`src/rtl/axi4lite_led_pattern_master.sv`:
```
// axi4lite_led_pattern_master
//   Standalone AXI4-Lite master for board bring-up. On every programmable tick
//   it writes the next LED pattern to the slave's LED register, reads it back,
//   compares, and keeps sticky status flags plus a saturating error counter.
//
// Ports
//   m_axi_aclk, m_axi_areset    clock, asynchronous active-high reset
//   enable                      tick generation / launch enable
//   mode[1:0]                   00 rotl, 01 increment, 10 invert, 11 sw_pattern
//   sw_pattern                  pattern used in mode 11
//   clear_status                pulse: clear sticky flags and err_count
//   m_axi_aw*/w*/b*/ar*/r*      AXI4-Lite master channels
//   busy                        transaction in progress
//   pattern                     current pattern register
//   mismatch, resp_err, overrun sticky status flags
//   err_count                   saturating mismatch + response error count
module axi4lite_led_pattern_master #(
  parameter int unsigned DATA_WIDTH = 32,
  parameter int unsigned ADDR_WIDTH = 32,
  parameter int unsigned LED_WIDTH  = 8,
  parameter int unsigned TICK_DIV   = 50000000,
  parameter logic [ADDR_WIDTH-1:0] LED_ADDR = '0
) (
  input  logic                    m_axi_aclk,
  input  logic                    m_axi_areset,
  input  logic                    enable,
  input  logic [1:0]              mode,
  input  logic [LED_WIDTH-1:0]    sw_pattern,
  input  logic                    clear_status,
  output logic [ADDR_WIDTH-1:0]   m_axi_awaddr,
  output logic                    m_axi_awvalid,
  input  logic                    m_axi_awready,
  output logic [DATA_WIDTH-1:0]   m_axi_wdata,
  output logic [DATA_WIDTH/8-1:0] m_axi_wstrb,
  output logic                    m_axi_wvalid,
  input  logic                    m_axi_wready,
  input  logic [1:0]              m_axi_bresp,
  input  logic                    m_axi_bvalid,
  output logic                    m_axi_bready,
  output logic [ADDR_WIDTH-1:0]   m_axi_araddr,
  output logic                    m_axi_arvalid,
  input  logic                    m_axi_arready,
  input  logic [DATA_WIDTH-1:0]   m_axi_rdata,
  input  logic [1:0]              m_axi_rresp,
  input  logic                    m_axi_rvalid,
  output logic                    m_axi_rready,
  output logic                    busy,
  output logic [LED_WIDTH-1:0]    pattern,
  output logic                    mismatch,
  output logic                    resp_err,
  output logic                    overrun,
  output logic [7:0]              err_count
);

  localparam int unsigned CNT_W = (TICK_DIV > 1) ? $clog2(TICK_DIV) : 1;
  localparam logic [CNT_W-1:0] TICK_LAST = CNT_W'(TICK_DIV - 1);

  typedef enum logic [2:0] {
    IDLE,
    WRITE,
    WRESP,
    READ_ADDR,
    READ_DATA
  } state_t;

  state_t state, state_next;

  logic [CNT_W-1:0]     tick_cnt;
  logic                 tick;
  logic                 pending;
  logic                 launch;
  logic                 ovr_evt;
  logic [1:0]           mode_q;
  logic [LED_WIDTH-1:0] launch_val;
  logic [LED_WIDTH-1:0] written;
  logic [LED_WIDTH-1:0] next_pattern;
  logic                 b_hs, r_hs;
  logic                 b_err, r_err, r_mis;
  logic [1:0]           err_inc;
  logic [8:0]           err_sum;
  logic                 unused_rdata;

  // Address and strobes never change, so they are trivially stable under valid.
  assign m_axi_awaddr = LED_ADDR;
  assign m_axi_araddr = LED_ADDR;
  assign m_axi_wstrb  = '1;

  assign m_axi_bready  = (state == WRESP);
  assign m_axi_arvalid = (state == READ_ADDR);
  assign m_axi_rready  = (state == READ_DATA);
  assign busy          = (state != IDLE);

  assign tick       = enable && (tick_cnt == TICK_LAST);
  assign launch     = (state == IDLE) && pending && enable;
  // A tick coinciding with a launch refills the slot being consumed, not an overrun.
  assign ovr_evt    = tick && pending && !launch;
  assign launch_val = (mode == 2'b11) ? sw_pattern : pattern;
  assign written    = m_axi_wdata[LED_WIDTH-1:0];

  assign b_hs  = (state == WRESP) && m_axi_bvalid;
  assign r_hs  = (state == READ_DATA) && m_axi_rvalid;
  assign b_err = b_hs && (m_axi_bresp != 2'b00);
  assign r_err = r_hs && (m_axi_rresp != 2'b00);
  assign r_mis = r_hs && (m_axi_rdata[LED_WIDTH-1:0] != written);

  assign err_inc = {1'b0, b_err} + {1'b0, r_err} + {1'b0, r_mis};
  assign err_sum = {1'b0, err_count} + {7'b0, err_inc};

  assign unused_rdata = ^m_axi_rdata;

  // Next pattern derives from the value actually written, using the mode
  // captured at launch.
  always_comb begin
    next_pattern = written;
    unique case (mode_q)
      2'b00:   next_pattern = (written << 1) | (written >> (LED_WIDTH - 1));
      2'b01:   next_pattern = written + 1'b1;
      2'b10:   next_pattern = ~written;
      default: next_pattern = written;
    endcase
  end

  always_comb begin
    state_next = state;
    unique case (state)
      IDLE:      if (launch) state_next = WRITE;
      WRITE:     if ((!m_axi_awvalid || m_axi_awready) &&
                     (!m_axi_wvalid  || m_axi_wready)) state_next = WRESP;
      WRESP:     if (m_axi_bvalid) state_next = READ_ADDR;
      READ_ADDR: if (m_axi_arready) state_next = READ_DATA;
      READ_DATA: if (m_axi_rvalid) state_next = IDLE;
      default:   state_next = IDLE;
    endcase
  end

  always_ff @(posedge m_axi_aclk or posedge m_axi_areset) begin
    if (m_axi_areset) state <= IDLE;
    else              state <= state_next;
  end

  always_ff @(posedge m_axi_aclk or posedge m_axi_areset) begin
    if (m_axi_areset) begin
      tick_cnt <= '0;
      pending  <= 1'b0;
    end else begin
      if (!enable || tick) tick_cnt <= '0;
      else                 tick_cnt <= tick_cnt + 1'b1;

      if (!enable)     pending <= 1'b0;
      else if (tick)   pending <= 1'b1;
      else if (launch) pending <= 1'b0;
    end
  end

  always_ff @(posedge m_axi_aclk or posedge m_axi_areset) begin
    if (m_axi_areset) begin
      m_axi_awvalid <= 1'b0;
      m_axi_wvalid  <= 1'b0;
      m_axi_wdata   <= '0;
      mode_q        <= 2'b00;
      pattern       <= LED_WIDTH'(1);
    end else begin
      if (launch) begin
        m_axi_awvalid <= 1'b1;
        m_axi_wvalid  <= 1'b1;
        m_axi_wdata   <= DATA_WIDTH'(launch_val);
        mode_q        <= mode;
      end else if (state == WRITE) begin
        // Each valid falls independently after its own handshake.
        m_axi_awvalid <= m_axi_awvalid && !m_axi_awready;
        m_axi_wvalid  <= m_axi_wvalid && !m_axi_wready;
      end
      if (r_hs) pattern <= next_pattern;
    end
  end

  always_ff @(posedge m_axi_aclk or posedge m_axi_areset) begin
    if (m_axi_areset) begin
      mismatch  <= 1'b0;
      resp_err  <= 1'b0;
      overrun   <= 1'b0;
      err_count <= '0;
    end else if (clear_status) begin
      mismatch  <= r_mis;
      resp_err  <= b_err || r_err;
      overrun   <= ovr_evt;
      err_count <= {6'b0, err_inc};
    end else begin
      mismatch  <= mismatch || r_mis;
      resp_err  <= resp_err || b_err || r_err;
      overrun   <= overrun || ovr_evt;
      err_count <= err_sum[8] ? 8'hFF : err_sum[7:0];
    end
  end

endmodule

```
`config.mk`:
```
export PLATFORM = sky130hd
export DESIGN_NAME = axi4lite_led_pattern_master
export DESIGN_NICKNAME = d
export VERILOG_FILES = /design/src/rtl/axi4lite_led_pattern_master.sv
export SDC_FILE = /design/constraint.sdc
export NUM_CORES = 1
export LEC_CHECK = 0
export BUFFER_PORTS_ARGS = -buffer_cell sky130_fd_sc_hd__buf_4
export CORE_MARGIN = 2
export CORE_UTILIZATION = 40
export DETAILED_ROUTE_END_ITERATION = 7
export GPL_TIMING_DRIVEN = 0
export PLACE_DENSITY = 0.69
export SLEW_MARGIN = 30
export SYNTH_ARGS = -nofsm -noshare
export SYNTH_HDL_FRONTEND = slang
export SYNTH_SLANG_ARGS = --single-unit
```
`constraint.sdc`:
```
create_clock -name m_axi_aclk -period 3.2 [get_ports m_axi_aclk]
set_input_delay 0.48 -clock m_axi_aclk [delete_from_list [all_inputs] [get_ports m_axi_aclk]]
set_output_delay 0.48 -clock m_axi_aclk [all_outputs]
set_load 0.005 [all_outputs]
```
* Yosys cells after proc, flatten, opt, wreduce, memory -nomap -nowiden
Cells that the tools add are included.
** Operators by class
- $add $sub $neg :: 5
- $mul :: 0
- Div/mod/pow operators :: 0
- Magnitude comparators :: 0
- Equal/unequal tests :: 15
- Shifts and indexed selects :: 0
- Muxes and demuxes :: 21
- Bitwise logic cells :: 2
- Reduce and logical (&&, ||, !) cells :: 34
** Operator list (number)
- $add 26x1->26 const B :: 1
- $eq 26x26->1 const B :: 1
- $mux 26 :: 1
- $mux 8 :: 3
- $pmux 8 s3 :: 1
- $mux 3 :: 5
- $pmux 3 s5 :: 1
- $logic_and 1x1->1 :: 13
- $mux 1 :: 10
- $add 8x2->9 :: 1
- $add 8x1->8 const B :: 1
- $logic_or 1x1->1 :: 8
- $ne 2x2->1 const B :: 4
- $ne 8x8->1 :: 1
- $not 8->8 :: 1
- $or 8x1->8 :: 1
- $eq 3x2->1 const B :: 2
- $logic_not 1->1 :: 6
- $reduce_bool 2->1 :: 3
- $reduce_and 5->1 :: 1
- $eq 2x2->1 const B :: 2
- $eq 3x1->1 const B :: 1
- $eq 3x3->1 const B :: 1
- $logic_not 3->1 :: 1
- other kinds (7) :: 7
** Word-level totals
- Flip-flop bits (word level) :: 61
- Bits in latches :: 0
- Bits in writable memories :: 0
- ROM bits :: 0
- Input bits :: 55
- Output and inout port bits :: 125
- Logic and storage cells :: 89
- Memories kept :: 0

* Depth between registers and ports, before layout
- Depth after elaboration :: 8
- Gate-level depth with buffers :: 11
- Mapped depth without buffers :: 10

* Worst setup path before layout
Ideal clock, no wire load.
- Kind :: register -> register
- Start :: reg state[0]
- End :: reg err_count[4]
- Setup time :: 78 ps
- Arrival :: 2966 ps
- Required time :: 3122 ps
- Slack :: 155 ps
- Cell stages (with the launch flop) :: 12
- Buffers on the path :: 1
- Clock period less this slack :: 3045 ps
- Cells stage by stage :: dfrtp_1 -> clkbuf_1 -> nor3b_1 -> nand2_1 -> a21oi_1 -> fa_1 -> ha_1 -> fa_1 -> nand2_1 -> nor2_1 -> or2_2 -> a21oi_1
** On the way
- Longest elaborated chain between the ends :: 8
- Elaborated cells between the ends (all ways) :: 12
- Classes of those cells :: add/sub: 3; eq/ne: 2; mux: 2; reduce/logical: 5
** RTL lines
- start: declaration :: line 66 : state_t state, state_next;
- start signal: assignment :: line 138 : else state <= state_next;
- $eq 3x3->1 *
- named net m_axi_rready :: line 46 : output logic m_axi_rready,
- $logic_and 1x1->1 * :: line 101 : assign r_hs = (state == READ_DATA) && m_axi_rvalid;
- $logic_and 1x1->1 :: line 103 : assign r_err = r_hs && (m_axi_rresp != 2'b00);
- $add 1x1->2 :: line 106 : assign err_inc = {1'b0, b_err} + {1'b0, r_err} + {1'b0, r_mis};
- $add 2x1->2 * :: line 106
- $add 8x2->9 * :: line 107 : assign err_sum = {1'b0, err_count} + {7'b0, err_inc};
- $mux 8 * :: line 192 : err_count <= err_sum[8] ? 8'hFF : err_sum[7:0];
- $mux 8 * :: line 183 : end else if (clear_status) begin
- end signal: assignment :: line 187 : err_count <= {6'b0, err_inc};
- end signal: assignment :: line 192
- end: declaration :: line 52 : output logic [7:0] err_count
The timed path passes the listed nets; every way through them passes the cells marked *.
A chain may end at the register's enable or synchronous reset.

* Worst setup path after layout
- Start :: reg state[1]
- End :: reg err_count[4]
** On the way
- Longest elaborated chain between the ends :: 8
- Elaborated cells between the ends (all ways) :: 12
- Classes of those cells :: add/sub: 3; eq/ne: 2; mux: 2; reduce/logical: 5
** RTL lines (line)
- $eq 3x2->1 or $eq 3x3->1 (tied branches) :: 100, 101
- $logic_and 1x1->1 (on tied branches) :: 100, 101
- $logic_and 1x1->1 (on tied branches) :: 102, 103
- $add 1x1->2 :: 106
- $add 2x1->2 * :: 106
- $add 8x2->9 * :: 107
- $mux 8 * :: 192
- $mux 8 * :: 183
Mark *: on every way between the ends. The rest lies on a longest branch, timed or not.

==> qor.yml <==
setup_path:
  critical_path_class: "reg2reg"
  crit_chain: "clkbuf_1 -> nor3b_2 -> nand2_2 -> a21oi_4 -> fa_1 -> ha_1 -> fa_2 -> nand2_1 -> nor2_1 -> or2_2 -> a21oi_1"
  arrival_ps: 3300
  crit_path_max_incr_delay_ps: 470
  cp_data_required_time_ps: 3470
  endpoint_kind: "flip-flop"
  critPathMaxFanout: 10
  cpMaxStageDelayCell: "fa_1"
  start_kind: "flip-flop"
synth:
  synth_ff_type: "dfrtp_1"
  yosys.area_share.adder_pct: 2.209
  synth-xor-area-share_pct: 5.583
  synthTopCellsByArea: "dfrtp_1 (37%), buf_4 (17%), nand2_1 (4.1%), a21oi_1 (3.4%), xnor2_1 (3.0%)"
  synth.yosys.seq_area_share_pct: 37.45
  async_reset_ff_share_pct: 100.0
  synth_compound_area_share_pct: 12.85
  netlist_instances: 465
  synthSimpleGateAreaFrac_pct: 18.37
  synth_edf_count: 0
  synth_top_area_cell: "dfrtp_1"
  synth.top_cell.area_share_pct: 36.81
  synth_top_family_by_area: "buffers and inverters"
  yosysUniqueCellTypes: 49
  synth_area_um2: 4079
  ys_warn_count: 0
  avgSynthCellArea_um2: 8.772
  synth_seq_cells: 61
  synthMuxAreaShare_pct: 3.037
power_and_ir_drop:
  p_per_area_nw_per_um2: 399.5
  total_leakage_power_uw: 0.002648
  ir_drop_uv: 232.7
timing:
  finalCritPeriodShare_pct: 94.57
  worst_slack_ps: 173.6
  rsz0062_at_grt: "false"
  timing.final.crit_period_ps: 3026
  fin_hold_ws_ps: 45.27
  clock.fmax_ghz: 0.3304
  relSlewSlack_pct: 63.74
  final-hold-violation-count: 0
  drv_slew: 0
  worstMarginPinSlew_ps: 543.9
  setup_viol: 0
  clock_skew_ps: 10.18
clock_tree:
  insertion_delay_ps: 350
  cts_buffer_depth: 2
  path_clk_slew_ps: 70
  cts.sinks: 61
  cts_tree: "built"
  cts_buffers: 9
  htree_levels: 3
  cts_root_buffer: "clkbuf_8"
job:
  cap_violations: 0
cells_and_area:
  areaGrowthSynthToFinish_pct: 29.79
  finalNetCount: 687
  final_cell_mix: "buf_4 (156), conb_1 (92), dfrtp_1 (55), nand2_1 (44), nor2_1 (30)"
  regArea_um2: 1534
  layout_commonest_cell: "buf_4"
  diodes: 0
  layout-drive-gt1-share_pct: 31.85
  multi_input_area_um2: 2106
  fillers: 943
outcome:
  status: "completed"
routing:
  detail-route-antenna-nets: 0
  dr.pass1.iters: 4
  num_vias: 3487
  vias_per_cell: 4.564
  wire_per_inst_um: 12.02
  drc: 0
  drt_iter0_drc: 144
  drt_wl_total_um: 9185
place:
  io_buffer_count: 62
  dpl.hpwl_um: 7100
  routabilityCongestion: 0.8388
  pre_cts_ws_ps: -307.2
floorplanning:
  num_rows: 36
  io_pins: 180
  die_w_um: 105.0
  die-area_um2: 11020
  initial_core_util_pct: 41.54
  die_h_um: 105.0
  core_region_area_um2: 9819
grt:
  grt_pass1_wl_um: 15570
  grt_pass1_vias: 3328
  grt_max_degree: 48
  grtUsageTotal_pct: 17.28
  overflow: 0
  antenna_found_initial: 0
worst_hold_path:
  hold_path.class: "in2async"
-- kinds of logic (layout without fill, tap and decap cells) --
family | count (synthesis) | count (layout)
XOR/XNOR | 26 | 26
AO/OA/AOI/OAI | 85 | 85
AND/OR/NAND/NOR | 147 | 147
multiplexers | 12 | 12
flip-flops | 61 | 61
other | 2 | 92
adder cells (fa/ha/maj) | 6 | 6
buffers and inverters | 126 | 202
-- power breakdown --
group | switching [uW] | internal, uW
combinational | 280 | 312
sequential | 71.0 | 856
clock | 318 | 277
total | 669 | 1450
-- timing repair --
item                                    CTS  global route
buffers inserted                          1             1
resized for setup                         3            12
endpoints found under the setup margin    8             6
hold buffers                              0             0
pin swaps                                 2             3
-- metal layers --
layer  routed length, um  track usage (%)
met4                 268            8.095
met3                 444            3.369
met1                3875            20.75
met2                4595            29.68
met5                   0                0
-- layout make-up --
cell class                 count  area share [%]
tap                          133           3.143
timing repair buffer          65           9.596
sequential                    61           28.98
multi-input combinational    368           39.78
clock buffer                  10           2.411
buffer                       107           14.30
clock inverter                 6          0.7563
inverter                      14           1.040
-- flip-flops by register name, summed over array words and instances (netlist names) --
| name | cells |
|---|---|
| err_count | 8 |
| m_axi_awvalid | 1 |
| m_axi_wdata | 8 |
| m_axi_wvalid | 1 |
| mismatch | 1 |
| mode_q | 2 |
| overrun | 1 |
| pattern | 8 |
| pending | 1 |
| resp_err | 1 |
| state | 3 |
| tick_cnt | 26 |
-- worst paths after layout --
path,from,to,slack [ps],depth (start not counted)
worst max-delay path,state[1],err_count[4],170,11
worst min-delay path,m_axi_areset,err_count[5],50,2
worst max register to register,state[1],err_count[4],170,11
worst min register to register,tick_cnt[0],tick_cnt[0],480,1
max in group asynchronous,m_axi_areset,pattern[0],2600,3
min in group m_axi_aclk,mode[0],mode_q[0],380,2
-- synthesized netlist by cell type, drive strengths merged (2+ instances only) --
cell type / instances
and4: 2
nor3: 7
o31ai: 11
a21oi: 28
mux2: 3
clkbuf: 17
dfrtp: 60
o311ai: 2
and2: 2
nand2: 45
ha: 4
nor4: 7
a2bb2oi: 2
or3: 4
nor3b: 2
nand3: 11
nand2b: 4
a211o: 2
o31a: 2
xnor2: 14
nor2: 31
a31oi: 6
mux2i: 9
conb: 2
xor2: 12
o21ai: 21
or4: 10
nand4: 11
a21o: 2
buf: 95
or2: 3
or4b: 2
inv: 14
a211oi: 3
and3: 5
fa: 2
-- worst max-delay path, delay by kind of cell, from the launching register on --
kind	cells	cell delay, ps
AO/OA/AOI/OAI	2	340
buffers and inverters	1	210
AND/OR/NAND/NOR	5	980
flip-flops	1	360
adder cells (fa/ha/maj)	3	1080
-- stage by stage --
| stage | TNS, ps | area, um^2 | total power [uW] | std cells | utilization (%) |
|---|---|---|---|---|---|
| final | 0 | 5294 | 2115 | 764 | 53.91 |
| after global routing | 0 | 5294 | 2245 | 764 | 53.91 |
| after CTS | 0 | 5261 | 2122 | 766 | 53.58 |
| after detailed placement | -1845 | 5079 | 1519 | 751 | 51.72 |
| after global placement | -1207 | 5049 | 1503 | 750 | 51.41 |
| after floorplan | 0 | 4417 | 1276 | 555 | - |
Power figures use the tool's default switching activity.
